**config.mk**
```make
export PLATFORM = sky130hd
export DESIGN_NAME = config_frame_loader
export DESIGN_NICKNAME = d
export VERILOG_FILES = /design/src/rtl/config_frame_pkg.sv /design/src/rtl/frame_strobe_decoder.sv /design/src/rtl/config_frame_loader.sv
export SDC_FILE = /design/constraint.sdc
export NUM_CORES = 1
export LEC_CHECK = 0
export BUFFER_PORTS_ARGS = -buffer_cell sky130_fd_sc_hd__clkbuf_2
export CAP_MARGIN = 20
export CORE_MARGIN = 4
export CORE_UTILIZATION = 44
export CTS_CLUSTER_DIAMETER = 200
export CTS_CLUSTER_SIZE = 14
export DETAILED_ROUTE_END_ITERATION = 16
export PLACE_DENSITY = 0.69
export SLEW_MARGIN = 20
export SYNTH_ARGS = -nofsm -noshare
export SYNTH_HDL_FRONTEND = slang
export SYNTH_SLANG_ARGS = --single-unit
```
**constraint.sdc**
```tcl
create_clock -name CLK -period 2.5 [get_ports CLK]
set_clock_uncertainty 0.2 [all_clocks]
set_input_delay 0.125 -clock CLK [delete_from_list [all_inputs] [get_ports CLK]]
set_output_delay 0.125 -clock CLK [all_outputs]
set_load 0.01 [all_outputs]
```
**src/rtl/config_frame_pkg.sv**
```systemverilog
// Shared types and constants for the configuration frame loader.
// Ports: none (package only).
// Holds the FSM state encoding, header field positions and default session words.
package config_frame_pkg;

  typedef enum logic [1:0] {
    UNSYNCED = 2'd0,
    HEADER   = 2'd1,
    DATA     = 2'd2,
    SKIP     = 2'd3
  } cfg_state_t;

  // Header word layout: column in the top byte, frame mask in the low bits.
  localparam int COL_MSB = 31;
  localparam int COL_LSB = 24;

  localparam logic [31:0] SYNC_WORD_DEF  = 32'hFAB0_FAB1;
  localparam logic [7:0]  DESYNC_COL_DEF = 8'hFF;

endpackage

```
**src/rtl/frame_strobe_decoder.sv**
```systemverilog
// Purpose: decode column + frame mask into the per-column one-hot FrameStrobe bus.
// Latency: 1 cycle from fire to strobe; the strobe is a single-cycle pulse.
// Backpressure: none; fire is a qualified event and is never stalled.
// Ports: CLK/resetn (sync, active low), fire, col, mask in; strobe out.
module frame_strobe_decoder #(
  parameter int NUM_COLUMNS = 16,
  parameter int MAX_FRAMES  = 20,
  parameter int COL_W       = 4
) (
  input  logic                              CLK,
  input  logic                              resetn,
  input  logic                              fire,
  input  logic [COL_W-1:0]                  col,
  input  logic [MAX_FRAMES-1:0]             mask,
  output logic [NUM_COLUMNS*MAX_FRAMES-1:0] strobe
);

  logic [NUM_COLUMNS*MAX_FRAMES-1:0] dec;

  always_comb begin
    dec = '0;
    for (int c = 0; c < NUM_COLUMNS; c++) begin
      if (fire && (col == COL_W'(c))) begin
        dec[c*MAX_FRAMES +: MAX_FRAMES] = mask;
      end
    end
  end

  // fire is only ever high for one cycle, so reloading every cycle yields a pulse.
  always_ff @(posedge CLK) begin
    if (!resetn) begin
      strobe <= '0;
    end else begin
      strobe <= dec;
    end
  end

endmodule

```
**src/rtl/config_frame_loader.sv**
```systemverilog
// Purpose: turn the 32-bit bitstream word stream into FrameData plus FrameStrobe pulses.
// Latency: FrameData updates on each accepted data word; strobe 1 cycle after last word.
// Backpressure: none; one word per cycle sustained, idle cycles hold all state.
// Ports: CLK, resetn (sync, active low), WriteData/WriteStrobe in;
//        FrameData, FrameStrobe, ConfigActive, ConfigError (sticky), ConfigDone (pulse) out.
module config_frame_loader
  import config_frame_pkg::*;
#(
  parameter int          NUM_ROWS    = 4,
  parameter int          NUM_COLUMNS = 16,
  parameter int          MAX_FRAMES  = 20,
  parameter logic [31:0] SYNC_WORD   = SYNC_WORD_DEF,
  parameter logic [7:0]  DESYNC_COL  = DESYNC_COL_DEF
) (
  input  logic                              CLK,
  input  logic                              resetn,
  input  logic [31:0]                       WriteData,
  input  logic                              WriteStrobe,
  output logic [NUM_ROWS*32-1:0]            FrameData,
  output logic [NUM_COLUMNS*MAX_FRAMES-1:0] FrameStrobe,
  output logic                              ConfigActive,
  output logic                              ConfigError,
  output logic                              ConfigDone
);

  localparam int FW    = NUM_ROWS * 32;
  localparam int COL_W = (NUM_COLUMNS > 1) ? $clog2(NUM_COLUMNS) : 1;
  localparam int CNT_W = (NUM_ROWS > 1) ? $clog2(NUM_ROWS) : 1;
  localparam logic [CNT_W-1:0] LAST_CNT = CNT_W'(NUM_ROWS - 1);

  cfg_state_t              state_q, state_d;
  logic [CNT_W-1:0]        cnt_q, cnt_d;
  logic [COL_W-1:0]        col_q;
  logic [MAX_FRAMES-1:0]   mask_q;
  logic [FW-1:0]           frame_q;
  logic                    active_q, active_d;
  logic                    error_q;
  logic                    done_q, done_d;
  logic                    hdr_load, shift_en, fire, err_set, err_clr;

  logic [7:0]              hdr_col;
  logic [MAX_FRAMES-1:0]   hdr_mask;

  assign hdr_col  = WriteData[COL_MSB:COL_LSB];
  assign hdr_mask = WriteData[MAX_FRAMES-1:0];

  always_comb begin
    state_d  = state_q;
    cnt_d    = cnt_q;
    active_d = active_q;
    done_d   = 1'b0;
    hdr_load = 1'b0;
    shift_en = 1'b0;
    fire     = 1'b0;
    err_set  = 1'b0;
    err_clr  = 1'b0;
    if (WriteStrobe) begin
      unique case (state_q)
        UNSYNCED: begin
          if (WriteData == SYNC_WORD) begin
            state_d  = HEADER;
            active_d = 1'b1;
            err_clr  = 1'b1;
          end
        end
        HEADER: begin
          // A repeated sync word is tolerated between frames.
          if (WriteData == SYNC_WORD) begin
            state_d = HEADER;
          end else if (hdr_col == DESYNC_COL) begin
            state_d  = UNSYNCED;
            active_d = 1'b0;
            done_d   = 1'b1;
          end else if (32'(hdr_col) < NUM_COLUMNS) begin
            state_d  = DATA;
            cnt_d    = '0;
            hdr_load = 1'b1;
          end else begin
            state_d = SKIP;
            cnt_d   = '0;
            err_set = 1'b1;
          end
        end
        DATA: begin
          shift_en = 1'b1;
          if (cnt_q == LAST_CNT) begin
            fire    = 1'b1;
            cnt_d   = '0;
            state_d = HEADER;
          end else begin
            cnt_d = cnt_q + CNT_W'(1);
          end
        end
        SKIP: begin
          if (cnt_q == LAST_CNT) begin
            cnt_d   = '0;
            state_d = HEADER;
          end else begin
            cnt_d = cnt_q + CNT_W'(1);
          end
        end
        default: state_d = UNSYNCED;
      endcase
    end
  end

  always_ff @(posedge CLK) begin
    if (!resetn) begin
      state_q  <= UNSYNCED;
      cnt_q    <= '0;
      col_q    <= '0;
      mask_q   <= '0;
      frame_q  <= '0;
      active_q <= 1'b0;
      error_q  <= 1'b0;
      done_q   <= 1'b0;
    end else begin
      state_q  <= state_d;
      cnt_q    <= cnt_d;
      active_q <= active_d;
      done_q   <= done_d;
      if (hdr_load) begin
        col_q  <= COL_W'(hdr_col);
        mask_q <= hdr_mask;
      end
      // Shift toward the top row: first word of a frame ends up in the top row.
      if (shift_en) begin
        frame_q <= (frame_q << 32) | FW'(WriteData);
      end
      if (err_clr) begin
        error_q <= 1'b0;
      end else if (err_set) begin
        error_q <= 1'b1;
      end
    end
  end

  frame_strobe_decoder #(
    .NUM_COLUMNS (NUM_COLUMNS),
    .MAX_FRAMES  (MAX_FRAMES),
    .COL_W       (COL_W)
  ) u_strobe (
    .CLK    (CLK),
    .resetn (resetn),
    .fire   (fire),
    .col    (col_q),
    .mask   (mask_q),
    .strobe (FrameStrobe)
  );

  assign FrameData    = frame_q;
  assign ConfigActive = active_q;
  assign ConfigError  = error_q;
  assign ConfigDone   = done_q;

endmodule

```
# After elaboration in Yosys (flattened, before gate mapping)
# Cells that the tools add are included.
# word_totals
register_bits,479
output_inout_bits,451
wordCells,131
# classes
add_sub_neg,1
n_lt_le_gt_ge,1
eq_ne,26
muxes,33
bitwise,4
n_reduce_logical,42
# op_table
cell,count
$or 128x32->128,1
$eq 32x32->1 const B,1
$eq 4x4->1 const B,8
$reduce_and 2->1,16
$mux 1,23
$eq 4x3->1 const B,4
$logic_and 1x1->1,16
$mux 2,7
$eq 4x2->1 const B,2
$eq 8x8->1 const B,1
$lt 8x5->1 const B,1
$ne 2x2->1 const B,4
$eq 2x2->1 const B,3
$pmux 2 s3,1
$reduce_and 5->1,1
$eq 4x1->1 const B,1
$logic_not 4->1,1
$pmux 2 s2,1
$reduce_and 4->1,1
$reduce_bool 2->1,2
$reduce_or 2->1,2
$reduce_or 4->1,1
$not 1->1,3
$reduce_and 3->1,1
other kinds (5),5

# Logic depth before layout (Yosys ltp)
# logic_depth
word_depth,6
ltp_mapped,7

# Hierarchy
# Synthesis repeated with hierarchy kept, for this count alone.
# hier_totals
hier_cells,1494
area_unflattened_um2,14158.6
# modules_own_cells
module,instances,cells_per_inst,area_per_inst_um2,seq_area_each_um2
frame_strobe_decoder,1,773,8515.7,6406.1
config_frame_loader,1,721,5642.9,3183.1

# Least setup slack after synthesis
# No wires, ideal clock.
# synth_path
kind,register to register
startpoint,register cnt_q[0]
endpoint,register u_strobe.strobe[0]
arrival_time_ps,1733
path_slack_ps,508
stages_incl_launch_ff,7
synth_period_minus_slack_ps,1992
cell_sequence,dfxtp_1 > ha_1 > and4b_1 > or4b_4 > nor3_2 > clkbuf_2 > and2_1
# synth_via
elab_chain_len,6
# synth_lines
item,line,source
start: declaration,config_frame_loader.sv:32,"logic [CNT_W-1:0] cnt_q, cnt_d;"
start signal: assignment,config_frame_loader.sv:119,cnt_q <= cnt_d;
$eq 2x2->1,config_frame_loader.sv:86,if (cnt_q == LAST_CNT) begin
$mux 1,config_frame_loader.sv:86,
$mux 1,config_frame_loader.sv:58,unique case (state_q)
$mux 1,config_frame_loader.sv:57,if (WriteStrobe) begin
$logic_and 1x1->1,frame_strobe_decoder.sv:23,if (fire && (col == COL_W'(c))) begin
$reduce_and 2->1 (no source line),--,
end signal: assignment,frame_strobe_decoder.sv:32,strobe <= '0;
end signal: assignment,frame_strobe_decoder.sv:34,strobe <= dec;
end: declaration,frame_strobe_decoder.sv:15,output logic [NUM_COLUMNS*MAX_FRAMES-1:0] strobe
# No other way between the ends.
# A chain may end at the register's enable or synchronous reset.

# Final worst setup path
# layout_path
startpoint,register cnt_q[0]
endpoint,register u_strobe.strobe[17]
# The elaborated chain is that of the path after synthesis.

==> flow_metrics.env <==
export IMPL_outcome="finished clean"
export IMPL_cts_tree="built"
export IMPL_async_flop_share=0
export IMPL_die_area_um2=35700
export IMPL_grt_pass1_vias=11018
export IMPL_p_seq_frac=0.573
export IMPL_max_slew_margin_rel=0.395
export IMPL_worstPathArrival_ns=2.56
export IMPL_synth_most_common_cell="dfxtp_1"
export IMPL_cp_required_ns=2.78
export IMPL_synth_area_per_cell_um2=9.97
export IMPL_reg2reg_to="u_strobe.strobe[17]"
export IMPL_max_freq_ghz=0.438
export IMPL_synth_seq_cells=479
export IMPL_core_um2=31900
export IMPL_post_cts_resized=0
export IMPL_synth_flop_cell="dfxtp_1"
export IMPL_die_h_um=189
export IMPL_ant_nets=0
export IMPL_fin_crit_sh=0.913
export IMPL_drt_total_wl_um=44700
export IMPL_finalSetupViolCount=0
export IMPL_firstDrtPassIters=5
export IMPL_layout_area_seq_um2=9590
export IMPL_boundaryPins=486
export IMPL_antenna_found_initial=2
export IMPL_synth_top_cell_area_share=0.666
export IMPL_p_sw_mw=2.69
export IMPL_placedCellCount=2289
export IMPL_yosys_area_top_type="dfxtp_1"
export IMPL_startpoint_type="register"
export IMPL_area_delta_synth_final_pct=29.8
export IMPL_worst_pin_slew_ns=0.906
export IMPL_vias_per_cell=4.78
export IMPL_power_density_nw_per_um2=712
export IMPL_grt_use_met2=0.421
export IMPL_n_fill_cell=2765
export IMPL_p_leak_nw=8.29
export IMPL_p_comb_frac=0.012
export IMPL_track_usage=0.239
export IMPL_met3_usage=0.0594
export IMPL_cp_max_fo=14
export IMPL_h_tree_depth=2
export IMPL_nets=1966
export IMPL_portBuffers=485
export IMPL_yosysSeqAreaShare=0.666
export IMPL_setup_ws_ns=0.217
export IMPL_numClockSinks=479
export IMPL_hold_start="WriteData[13]"
export IMPL_drv_cap=0
export IMPL_synth_cell_types=36
export IMPL_rows=65
export IMPL_ys_warn_count=0
export IMPL_antenna_cells=0
export IMPL_ir_worst_vdd_mv=0.486
export IMPL_drt_iter0_drc=557
export IMPL_reg2reg_depth=6
export IMPL_hold_class="in2reg"
export IMPL_clk_pin_slew_worst_paths_ns=0.07
export IMPL_dp_hpwl_um=31700
export IMPL_top_usage_layer="met2"
export IMPL_placed_cell_area_um2=17300
export IMPL_endpoint_kind="register"
export IMPL_hold_depth=4
export IMPL_synth_commonest_cells="dfxtp_1, and2_1, nand2_1"
export IMPL_insertion_delay_ns=0.54
export IMPL_syn_area_um2=14400
export IMPL_clk_path_buf_depth=3
export IMPL_setup_tns_ns=0
export IMPL_multiInputGateArea_um2=4420
export IMPL_min_to="FrameData[13]"
export IMPL_syn_nets=1480
export IMPL_internal_power_mw=10.6
export IMPL_grt_max_degree=129
export IMPL_dpl_worst_slack_ns=0.262
export IMPL_gp_congestion=0.807
export IMPL_clkPwrFrac=0.415
export IMPL_startpoint="cnt_q[0]"
export IMPL_grt_overflow_total=0
export IMPL_synth_edf_count=0
export IMPL_groute_layer_met1_usage=0.281
export IMPL_root_buffer="clkbuf_16"
export IMPL_worstSetupPathType="reg2reg"
export IMPL_vias=11324
export IMPL_grt_pass1_wl_um=66400
export IMPL_rsz0062_at_grt="no"
export IMPL_floorplan_initialDensity=0.452
export IMPL_wire_per_inst_um=18.9
export IMPL_min_period_ns=2.28
export IMPL_cts_made_buffers=40
export IMPL_drc=0
export IMPL_final_area_um2=18700
export IMPL_rr_startpoint="cnt_q[0]"
export IMPL_timing_hold_ws_ns=0.201
export IMPL_utilization=0.586
export IMPL_hold_viol_final=0
export IMPL_report_final_slew_viol_count=0
export IMPL_die_x_um=189
export IMPL_ys_top_cells_by_area="dfxtp_1, and2_1, nand2_1, a21oi_1, clkbuf_1"
export IMPL_power_mw=13.3
export IMPL_netSwitchingFraction=0.202
export IMPL_rrSetupSlack_ns=0.22
export IMPL_syn_inst=1444
export IMPL_final_cells=2367
export IMPL_layout_drive_gt1_share=0.296
## worst max-delay path: stages, from the launching register on
cell,delay [ns]
dfxtp_1,0.40
ha_1,0.27
and4b_1,0.28
or4b_4,0.52
nor3_2,0.19
buf_4,0.22
and2_1,0.14
## cells by family after synthesis
| kind of cell | synth area share |
|---|---|
| buffers and inverters | 0.0296 |
| adders and majority gates | 0.000869 |
| AOI/OAI and AO/OA | 0.0600 |
| DFF | 0.666 |
| and+or+nand+nor | 0.243 |
## layer usage
layer / vias up / wire, um
met4: 0 / 1810
met2: 469 / 22200
li1: 5472 / -
met5: - / 0
met1: 5286 / 17300
met3: 97 / 3290
## state kept, by name, indices dropped and copies added, names as in the netlist
signal and count:
ConfigDone 1, ConfigActive 1, FrameData 128, mask_q 20, u_strobe.strobe 320, cnt_q 2
col_q 4, ConfigError 1, state_q 2
## cell usage in the layout (no fill, tap or decap), types with 2 or more instances in the layout
master         netlist  layout
clkbuf_2             8     485
dfxtp_1            479     479
and2_1             320     320
nand2_1            318     318
a21oi_1            153     153
clkbuf_16            0      41
dlygate4sd3_1        0      34
buf_4                1      26
nor2_1              16      12
nand3_1              6       5
buf_12               0       5
o31ai_1              4       4
nor3_2               1       4
nand4_1              3       3
nor4bb_1             3       3
nor4_1               3       3
nand2b_1             3       3
nor2_2               0       3
inv_1                3       2
nor2b_1              2       2
and4b_1              2       2
o21ai_0              2       2
and3_1               2       2
nand4b_1             2       2
inv_6                0       2
## power groups by stage
| stage | Combinational [mW] | Sequential, mW | Clock, mW |
|---|---|---|---|
| 6_report | 0.160 | 7.63 | 5.52 |
| 5_1_grt | 0.172 | 7.62 | 5.94 |
| 4_1_cts | 0.157 | 7.63 | 5.64 |
| 3_5_place_dp | 0.113 | 7.80 | 0 |
| 3_3_place_gp | 0.113 | 7.80 | 0 |
| 2_1_floorplan | 0.0493 | 7.80 | 0 |
## how the worst max path moves through the flow
stage	slack, ns	endpoint	cells after the start
6_report	0.22	u_strobe.strobe[17]	6
5_1_grt	0.07	u_strobe.strobe[10]	6
4_1_cts	0.23	u_strobe.strobe[17]	6
3_5_place_dp	0.26	u_strobe.strobe[12]	6
3_3_place_gp	0.36	u_strobe.strobe[17]	6
2_1_floorplan	0.51	u_strobe.strobe[0]	6
## final cells by class
| type | instances | share of cell area |
|---|---|---|
| clock inverters | 3 | 0.00181 |
| inverters | 3 | 0.000736 |
| flip-flops and latches | 479 | 0.513 |
| well taps | 435 | 0.0291 |
| multi-input cells | 856 | 0.237 |
| repair buffers | 550 | 0.164 |
| clock buffers | 41 | 0.0549 |
## repair_timing
item | in CTS | in global routing
hold buffers | 34 | 0
buffers inserted | 0 | 0
endpoints found under the hold margin | 63 | 0
No activity file was read; power rests on OpenSTA's default activity.
